File: config.mk
export PLATFORM = sky130hd
export DESIGN_NAME = hazard_detection_unit
export DESIGN_NICKNAME = d
export VERILOG_FILES = /design/src/rtl/hazard_detection_unit.sv
export SDC_FILE = /design/constraint.sdc
export NUM_CORES = 1
export LEC_CHECK = 0
export CORE_AREA = 8 8 45 47
export CTS_BUF_LIST = sky130_fd_sc_hd__clkbuf_8
export DETAILED_ROUTE_END_ITERATION = 10
export DIE_AREA = 0 0 53 55
export DONT_BUFFER_PORTS = 1
export PLACE_DENSITY = 0.5
export SYNTH_ARGS = -nofsm -noshare
export SYNTH_HDL_FRONTEND = slang
export SYNTH_SLANG_ARGS = --single-unit
File: constraint.sdc
create_clock -name clk -period 1.5 [get_ports clk]
set_input_delay 0.15 -clock clk [delete_from_list [all_inputs] [get_ports clk]]
set_output_delay 0.15 -clock clk [all_outputs]
set_load 0.02 [all_outputs]
File: src/rtl/hazard_detection_unit.sv
// Pipeline hazard detection: branch flush, scalar load-use stall and multi-cycle vector load stall.
// Optional HAZARD_STATS_EN adds a saturating stall-cycle counter with synchronous clear.
module hazard_detection_unit #(
    parameter int unsigned VEC_LOAD_STALL = 3
) (
    input  logic       clk,
    input  logic       rst_n,
    input  logic [4:0] rs1_decode,
    input  logic [4:0] rs2_decode,
    input  logic [4:0] rd_execute,
    input  logic       read_memory_enable_execute,
    input  logic       vector_load_execute,
    input  logic       branch_taken_execute,
`ifdef HAZARD_STATS_EN
    input  logic       stats_clear,
    output logic [15:0] stall_cycle_count,
`endif
    output logic       stall_fetch,
    output logic       stall_decode,
    output logic       flush_decode,
    output logic       flush_execute,
    output logic       busy
);

    typedef enum logic [0:0] {StIdle, StVecStall} state_e;

    state_e     state_q, state_d;
    logic [3:0] cnt_q, cnt_d;
    logic       match;

    assign match = (rd_execute == rs1_decode) || (rd_execute == rs2_decode);

    always_ff @(posedge clk or negedge rst_n) begin
        if (!rst_n) begin
            state_q <= StIdle;
            cnt_q   <= 4'd0;
        end else begin
            state_q <= state_d;
            cnt_q   <= cnt_d;
        end
    end

    always_comb begin
        state_d = state_q;
        cnt_d   = cnt_q;
        unique case (state_q)
            StIdle: begin
                if (!branch_taken_execute && vector_load_execute && match
                    && (VEC_LOAD_STALL > 1)) begin
                    state_d = StVecStall;
                    cnt_d   = 4'(VEC_LOAD_STALL - 1);
                end
            end
            StVecStall: begin
                // Execute holds a bubble here, so its inputs cannot re-trigger or reload.
                cnt_d = cnt_q - 4'd1;
                if (cnt_q == 4'd1) begin
                    state_d = StIdle;
                end
            end
            default: begin
                state_d = StIdle;
                cnt_d   = 4'd0;
            end
        endcase
    end

    always_comb begin
        stall_fetch   = 1'b0;
        stall_decode  = 1'b0;
        flush_decode  = 1'b0;
        flush_execute = 1'b0;
        busy          = 1'b0;
        unique case (state_q)
            StIdle: begin
                if (branch_taken_execute) begin
                    flush_decode  = 1'b1;
                    flush_execute = 1'b1;
                end else if ((vector_load_execute || read_memory_enable_execute) && match) begin
                    stall_fetch   = 1'b1;
                    stall_decode  = 1'b1;
                    flush_execute = 1'b1;
                end
            end
            StVecStall: begin
                stall_fetch   = 1'b1;
                stall_decode  = 1'b1;
                flush_execute = 1'b1;
                busy          = 1'b1;
            end
            default: begin
                busy = 1'b0;
            end
        endcase
    end

`ifdef HAZARD_STATS_EN
    always_ff @(posedge clk or negedge rst_n) begin
        if (!rst_n) begin
            stall_cycle_count <= 16'd0;
        end else if (stats_clear) begin
            stall_cycle_count <= 16'd0;
        end else if (stall_decode && (stall_cycle_count != 16'hFFFF)) begin
            stall_cycle_count <= stall_cycle_count + 16'd1;
        end
    end
`endif

endmodule

==> results of run 1 <==
-- timing repair --
item	CTS	global route
hold buffers	1	0
hold endpoints to repair	5	0
gates resized for setup	0	0
-- logic make-up after synthesis --
family,count (synthesis)
AO/OA/AOI/OAI,9
XOR/XNOR,12
adder cells (fa/ha/maj),2
buffers and inverters,5
flip-flops,5
multiplexers,1
AND/OR/NAND/NOR,13
-- cells in the final DEF (no fill, tap or decap), types with 2 or more instances in the layout --
| cell | count |
|---|---|
| a22oi_1 | 2 |
| buf_4 | 2 |
| clkbuf_8 | 3 |
| dfrtp_1 | 5 |
| ha_1 | 2 |
| inv_1 | 4 |
| nor2_1 | 5 |
| nor3_1 | 3 |
| nor3_2 | 2 |
| xor2_1 | 12 |
-- area by class of cell --
class / count / area, µm² / area share
multi-input combinational: 37 / 299 / 0.548
sequential: 5 / 125 / 0.229
clock inverter: 1 / 3.75 / 0.00688
inverter: 3 / 11.3 / 0.0206
tap: 16 / 20.0 / 0.0367
clock buffer: 3 / 41.3 / 0.0757
timing repair buffer: 4 / 45.0 / 0.0826
-- through the flow --
step	setup WS, ns	total power [µW]	area [µm²]
floorplan	0.0734	606	447
global placement	0.165	722	490
detailed placement	0.153	727	490
CTS	0.154	979	546
global route	0.0496	1040	546
finish	0.163	960	546
-- per-layer routing --
metal	vias up	wire, µm	GRT usage
li1	173	-	-
met1	164	360	0.0736
met2	17	469	0.0996
met3	2	91	0.0481
met4	0	19	0.0517
met5	-	0	0
-- worst reg2reg max path, cell delays in order (launching register included) --
cell	delay (ns)
dfrtp_1	0.49
a221oi_2	0.37
mux2_2	0.22
-- state kept, by name, indices dropped and copies added (netlist names) --
signal and count:
state_q 1, cnt_q 4
-- worst max-delay path by stage --
| stage | start | end | slack, ns | depth (start not counted) |
|---|---|---|---|---|
| floorplan | rd_execute[4] | stall_fetch | 0.07 | 5 |
| global placement | rd_execute[4] | stall_fetch | 0.17 | 5 |
| detailed placement | rd_execute[4] | stall_fetch | 0.15 | 5 |
| CTS | rd_execute[4] | stall_fetch | 0.15 | 5 |
| global route | rd_execute[4] | stall_decode | 0.05 | 5 |
| finish | rd_execute[4] | stall_fetch | 0.16 | 5 |
-- power groups by stage --
| stage | Clock (µW) | Combinational [µW] | Sequential, µW |
|---|---|---|---|
| 2_1_floorplan | 0 | 348 | 258 |
| 3_3_place_gp | 0 | 439 | 282 |
| 3_5_place_dp | 0 | 444 | 284 |
| 4_1_cts | 247 | 449 | 282 |
| 5_1_grt | 258 | 490 | 295 |
| 6_report | 238 | 440 | 281 |
==> reports/results.md, run 1 <==
| Step | Item | This run |
|---|---|---|
| synth | Number of instances in the synthesized netlist | 47 |
| synth | Commonest cells post-synth | 12 x xor2_1, 5 x dfrtp_1, 5 x nor2_1 |
| worst setup path | Arrival time reported for the critical path endpoint | 1.19 ns |
| synth | Cells taking the most area after synthesis | dfrtp_1 29%, xor2_1 24%, ha_1 5.8%, nor3_2 4.6%, nor2_1 4.3% |
| route | Number of DRC markers after the initial detailed-route iteration | 1 |
| sta | Crit share post-route | 0.891 |
| cells and area | Final nets | 76 |
| floorplanning | Floorplan die width | 53 µm |
| floorplanning | Die area | 2920 µm² |
| sta | Worst hold margin | 0.227 ns |
| synth | Post-synth EDFFs | 0 |
| worst setup path | Cell Chain, Critical Path | xor2_1 -> nor3_2 -> a22oi_1 -> o31ai_4 -> buf_12 |
| power and ir drop | Net switching component of the power | 365 µW |
| sta | Actual slew at the worst max-slew pin | 0.418 ns |
| synth | Proportion of netlist area held by the largest area contributor | 0.289 |
| synth | Sequential-to-total area share from yosys stat | 0.289 |
| worst setup path | Reg-to-reg critical path endpoint | cnt_q[0]$_DFFE_PN0P_ |
| clock network | Clk_lat worst skew | 0.22 ns |
| synth | Largest family of logic cells by synthesized area | XOR/XNOR gates |
| synth | Cell taking the most area after synthesis | dfrtp_1 |
| floorplanning | Chip height | 55 µm |
| clock network | Number of H-tree levels | 1 |
| power and ir drop | Worst IR Drop VDD | 0.000722 V |
| power and ir drop | Relative contribution of the clock network to total power | 0.248 |
| worst setup path | Reg2Reg Depth | 2 |
| run status | Status | completed |
| route | Vias after detailed routing | 356 |
| worst setup path | Critical Path Sink Type | output pin |
| synth | Adder-cell area share of the yosys netlist | 0.0578 |
| synth | Most frequently used cell type in the post-synthesis netlist | xor2_1 |
| synth | Number of synthesized register bits | 5 |
| clock network | Post-CTS Repair Setup Buffers | 0 |
| sta | Final setup violating endpoints | 0 |
| worst setup path | Worst flop-to-flop path startpoint | state_q$_DFF_PN0_ |
| synth | Synth Warn # | 0 |
| power and ir drop | Internal | 594 µW |
| synth | Synth Area in Simple Gates | 0.162 |
| synth | Mapped Nets | 69 |
| cells and area | Number of fill cells in the layout | 152 |
| cells and area | Count of antenna diodes in the layout | 0 |
| global routing | Number of global-route vias before repair | 366 |
| clock network | TritonCTS clock tree | done |
| sta | Final Hold Violating Endpoints | 0 |
| worst setup path | Worst Path Buf+Inv | 1 |
| synth | Parity-gate share of the synthesized area counting xor and xnor cells | 0.243 |
| synth | Predominant post-synthesis flop cell | dfrtp_1 |
| placed design | Number of port buffers | 0 |
| synth | Multiplexer share of the synthesized area | 0.0260 |
| global routing | Overall track demand over capacity in global routing | 0.0707 |
| sta | Setup TNS after final layout | 0 ns |
| global routing | Pin count of the biggest net entering global routing | 11 |
| synth | Share of the synthesized area in compound gates (AO/OA/AOI/OAI) | 0.171 |
| worst setup path | Required time of the worst setup path | 1.35 ns |
| synth | Cell variety after synth | 21 |
| power and ir drop | Fraction of power spent switching nets | 0.381 |
| route | First-pass iteration count of the detailed router | 4 |
| sta | Crit path time final | 1.34 ns |
| clock network | Root cell of the clock tree | clkbuf_8 |
| clock network | Clock input transition at the sequential cells of the worst setup and hold paths | 0.04 ns |
| worst setup path | Critical path start-end classification | in -> out |
| sta | Fmax | 748 MHz |
| worst setup path | Maximum single-stage delay on the critical path | 0.28 ns |
| sta | Unrepaired setup endpoints after global routing | no |
| route | Post-route ant nets | 0 |
| floorplanning | Initial Util | 0.313 |
| sta | Post-Route Skew | 0.00285 ns |
| synth | Mapped Area | 433 µm² |
| worst setup path | Setup crit start kind | input port |
| clock network | Total clock buffers created by CTS | 3 |
| global routing | Grt total ovfl | 0 |
| worst setup path | Top fanout value on the critical path | 3 |
| placed design | Routability cong. | 0.760 |
| synth | Asr flop ratio synth | 1.00 |
| cells and area | Count of non-filler cells in the finished layout | 69 |
| sta | Relative slew margins | 0.721 |
| route | Mean number of vias per cell | 5.16 |
| power and ir drop | Share of total power in sequential cells | 0.293 |
| global routing | Wire length of the first global-routing pass | 1.48 mm |
| worst hold path | Worst min path class | in -> async |
| power and ir drop | Part of the total power dissipated in combinational logic | 0.459 |
| route | Total wire length after detailed routing | 941 µm |
| cells and area | Area overhead of the layout relative to synthesis | 26.0% |
| worst setup path | Standard cell with the maximum stage delay on the critical path | o31ai_4 |
| floorplanning | Placeable Area | 1380 µm² |
| worst setup path | Delay-heaviest family, CP | compound AO/OA/AOI/OAI gates |
| clock network | Clock sink count | 5 |
| sta | Max-slew violation total from the final report | 0 |
| clock network | Bufs on Longest Clock Path | 2 |
| cells and area | Utilization after layout | 0.394 |
| power and ir drop | Leakage power summed over all cells | 0.000255 µW |
| floorplanning | FP Rows | 14 |
| route | Residual DRC count | 0 |
| placed design | Placed Cells | 64 |
| global routing | Initial antenna violation count | 0 |
| cells and area | Ratio of cells with drive above 1 in the final layout | 0.208 |
| synth | Mean instance size in the synthesized netlist | 9.21 µm² |
| run | Maxcap violations | 0 |
| placed design | Estimated wirelength of the detail-placed design | 807 µm |
| worst setup path | Worst-case register-to-register setup slack | 0.36 ns |
| power and ir drop | Cell area power density | 1760 nW/µm² |
| route | Average routed wire per standard cell | 13.6 µm |
| floorplanning | Ports placed on the boundary | 25 |
Note: power is estimated with default switching activity, not from simulation.
==> run 2: changes to the inputs <==
- ABC_AREA: default -> 1
- MAX_ROUTING_LAYER: default -> met4
- PLACE_DENSITY: 0.5 -> 0.57
==> reports/results.md, run 2 <==
| Step | Item | This run | Delta |
|---|---|---|---|
| run status | Status | completed |  |
| cells and area | Multi-input combinational cell area | 308 µm² | +2.9% |
| clock network | Number of H-tree levels | 1 | unchanged |
| sta | Setup TNS after final layout | 0 ns | unchanged |
| worst setup path | Arrival time reported for the critical path endpoint | 1.23 ns | +0.04 ns |
| global routing | Overall track demand over capacity in global routing | 0.0803 | +0.00959 |
| synth | Mapped Nets | 110 | +59% |
| run | Maxcap violations | 0 | unchanged |
| cells and area | Final nets | 115 | +51% |
| global routing | Wire length of the first global-routing pass | 1.79 mm | +21% |
| synth | Synth Warn # | 0 | unchanged |
| sta | Final setup violating endpoints | 0 | unchanged |
| placed design | Routability cong. | 0.741 | -2.4% |
| synth | Commonest cells post-synth | 28 x nand2_1, 15 x inv_1, 12 x nor2_1 |  |
| floorplanning | Die area | 2920 µm² | unchanged |
| floorplanning | Initial Util | 0.377 | +0.0642 |
| global routing | Number of global-route vias before repair | 483 | +32% |
| placed design | Number of port buffers | 0 | unchanged |
| sta | Post-Route Skew | 0.000291 ns | -0.00256 ns |
| clock network | Clock input transition at the sequential cells of the worst setup and hold paths | 0.03 ns | about the same |
| cells and area | Count of antenna diodes in the layout | 0 | unchanged |
| synth | Cells taking the most area after synthesis | dfrtp_1 24%, nand2_1 20%, inv_1 11%, nand3_1 9.6%, nor2_1 8.6% |  |
| cells and area | Number of flip-flops in the largest register | 4 | unchanged |
| route | Post-route ant nets | 0 | unchanged |
| power and ir drop | Cell area power density | 1610 nW/µm² | -8.7% |
| power and ir drop | Leakage power summed over all cells | 0.000368 µW | +44% |
| clock network | Bufs on Longest Clock Path | 2 | unchanged |
| cells and area | Number of fill cells in the layout | 141 | -7.2% |
| route | Vias after detailed routing | 479 | +35% |
| floorplanning | Ports placed on the boundary | 25 | unchanged |
| sta | Unrepaired setup endpoints after global routing | no |  |
| sta | Crit share post-route | 0.917 | +0.0253 |
| sta | Max-slew violation total from the final report | 0 | unchanged |
| route | Residual DRC count | 0 | unchanged |
| cells and area | Sequential cell area | 125 µm² | unchanged |
| sta | Relative slew margins | 0.689 | -0.0315 |
| worst setup path | Critical path start-end classification | reg -> out |  |
| power and ir drop | Worst IR Drop VDD | 0.000950 V | +32% |
| cells and area | Area overhead of the layout relative to synthesis | 12.2% |  |
| floorplanning | Floorplan die width | 53 µm | unchanged |
| synth | Asr flop ratio synth | 1.00 | unchanged |
| floorplanning | FP Rows | 14 | unchanged |
| synth | Predominant post-synthesis flop cell | dfrtp_1 |  |
| worst setup path | Required time of the worst setup path | 1.35 ns | about the same |
| synth | Most frequently used cell type in the post-synthesis netlist | nand2_1 |  |
| floorplanning | Chip height | 55 µm | unchanged |
| synth | Post-synth EDFFs | 0 | unchanged |
| global routing | Initial antenna violation count | 0 | unchanged |
| cells and area | Leading cell types in the layout, fill and taps excluded | 28 x nand2_1, 16 x inv_1, 12 x nor2_1, 10 x nand3_1, 5 x dfrtp_1 |  |
| route | Average routed wire per standard cell | 9.94 µm | -27% |
| synth | Number of synthesized register bits | 5 | unchanged |
| synth | Cell taking the most area after synthesis | dfrtp_1 |  |
| synth | Mapped Area | 522 µm² | +21% |
| clock network | TritonCTS clock tree | done |  |
| route | First-pass iteration count of the detailed router | 3 | -1 |
| sta | Actual slew at the worst max-slew pin | 0.466 ns | +0.0481 ns |
| synth | Cell variety after synth | 18 | -14% |
| cells and area | Largest reg by FF count | cnt_q |  |
| cells and area | Ratio of cells with drive above 1 in the final layout | 0.130 | -0.0771 |
| worst setup path | Top fanout value on the critical path | 10 | +7 |
| synth | Number of instances in the synthesized netlist | 88 | +87% |
| worst setup path | Setup crit start kind | flop |  |
| clock network | # resized after CTS | 0 | unchanged |
| placed design | Estimated wirelength of the detail-placed design | 945 µm | +17% |
| placed design | Placed Cells | 103 | +61% |
| global routing | Grt total ovfl | 0 | unchanged |
| clock network | Root cell of the clock tree | clkbuf_8 |  |
| synth | Sequential-to-total area share from yosys stat | 0.240 | -0.0492 |
| clock network | Clk_lat worst skew | 0.21 ns | about the same |
| route | Mean number of vias per cell | 4.44 | -14% |
| clock network | Clock sink count | 5 | unchanged |
| synth | Mean instance size in the synthesized netlist | 5.93 µm² | -36% |
| cells and area | Count of non-filler cells in the finished layout | 108 | +57% |
| global routing | Pin count of the biggest net entering global routing | 11 | unchanged |
| cells and area | Most common library cell in the layout ignoring fill and taps | nand2_1 |  |
| synth | Proportion of netlist area held by the largest area contributor | 0.240 | -0.0492 |
| route | Total wire length after detailed routing | 1.07 mm | +14% |
| floorplanning | Placeable Area | 1380 µm² | unchanged |
| clock network | Total clock buffers created by CTS | 3 | unchanged |
| sta | Crit path time final | 1.38 ns | +0.0379 ns |
| sta | Fmax | 727 MHz | -2.8% |
| worst setup path | Critical Path Sink Type | output pin |  |
| route | Number of DRC markers after the initial detailed-route iteration | 2 | +1 |
| cells and area | Largest registers | cnt_q x4, state_q x1 |  |
| worst hold path | Worst min path class | in -> reg |  |
| sta | Final Hold Violating Endpoints | 0 | unchanged |
==> run 2: final cells by class <==
| type | instances | area share |
|---|---|---|
| multi-input combinational | 63 | 0.526 |
| sequential | 5 | 0.214 |
| clock buffer | 3 | 0.0705 |
| clock inverter | 1 | 0.00641 |
| timing repair buffer | 2 | 0.0299 |
| inverter | 18 | 0.120 |
| tap | 16 | 0.0342 |
==> run 2: metal layers <==
metal / track usage / wire (µm)
met5: - / 0
met4: 0.0259 / 0
met2: 0.156 / 566
met1: 0.0785 / 417
met3: 0.0134 / 90
==> run 2: where the power goes <==
part           switching (µW)  internal [µW]
clock network            55.1            174
logic                     240            158
registers                 108            205
==> run 2: worst paths after layout <==
kind | startpoint | to | slack (ns) | depth (start not counted)
min in group asynchronous | rst_n | state_q$_DFF_PN0_ | 0.22 | 1
min reg2reg | cnt_q[1]$_DFFE_PN0P_ | cnt_q[1]$_DFFE_PN0P_ | 0.54 | 2
max | state_q$_DFF_PN0_ | stall_fetch | 0.12 | 2
max in group asynchronous | rst_n | cnt_q[1]$_DFFE_PN0P_ | 1.10 | 1
max reg2reg | state_q$_DFF_PN0_ | state_q$_DFF_PN0_ | 0.45 | 3
min | branch_taken_execute | state_q$_DFF_PN0_ | 0.20 | 3
==> run 2: cells by family (layout without fill, tap and decap cells) <==
kind of cell,count (synthesis),count (layout),synth area share
xor gates and xnor gates,2,2,0.0336
DFF,5,5,0.240
adders and majority gates,2,2,0.0480
and+or+nand+nor,56,56,0.460
AOI/OAI and AO/OA,3,3,0.0480
buffers and inverters,20,24,0.170
==> run 2: worst max-delay path: stages (launching register included) <==
cell and delay [ns]:
dfrtp_1 0.62, o21bai_2 0.20, buf_4 0.19
==> run 2: through the flow <==
step	total power [µW]	util	hold WS, ns	setup WS (ns)	instance area (µm²)
2_1_floorplan	669	-	-0.146	0.298	522
3_3_place_gp	702	0.383	-0.145	0.341	531
3_5_place_dp	718	0.383	-0.145	0.328	531
4_1_cts	956	0.423	0.203	0.102	586
5_1_grt	1040	0.423	0.221	0.0515	586
6_report	941	0.423	0.202	0.125	586
==> run 2: timing repair <==
item	4_1_cts	5_1_grt
buffers inserted	0	0
hold endpoints to repair	5	0
hold buffers	1	0
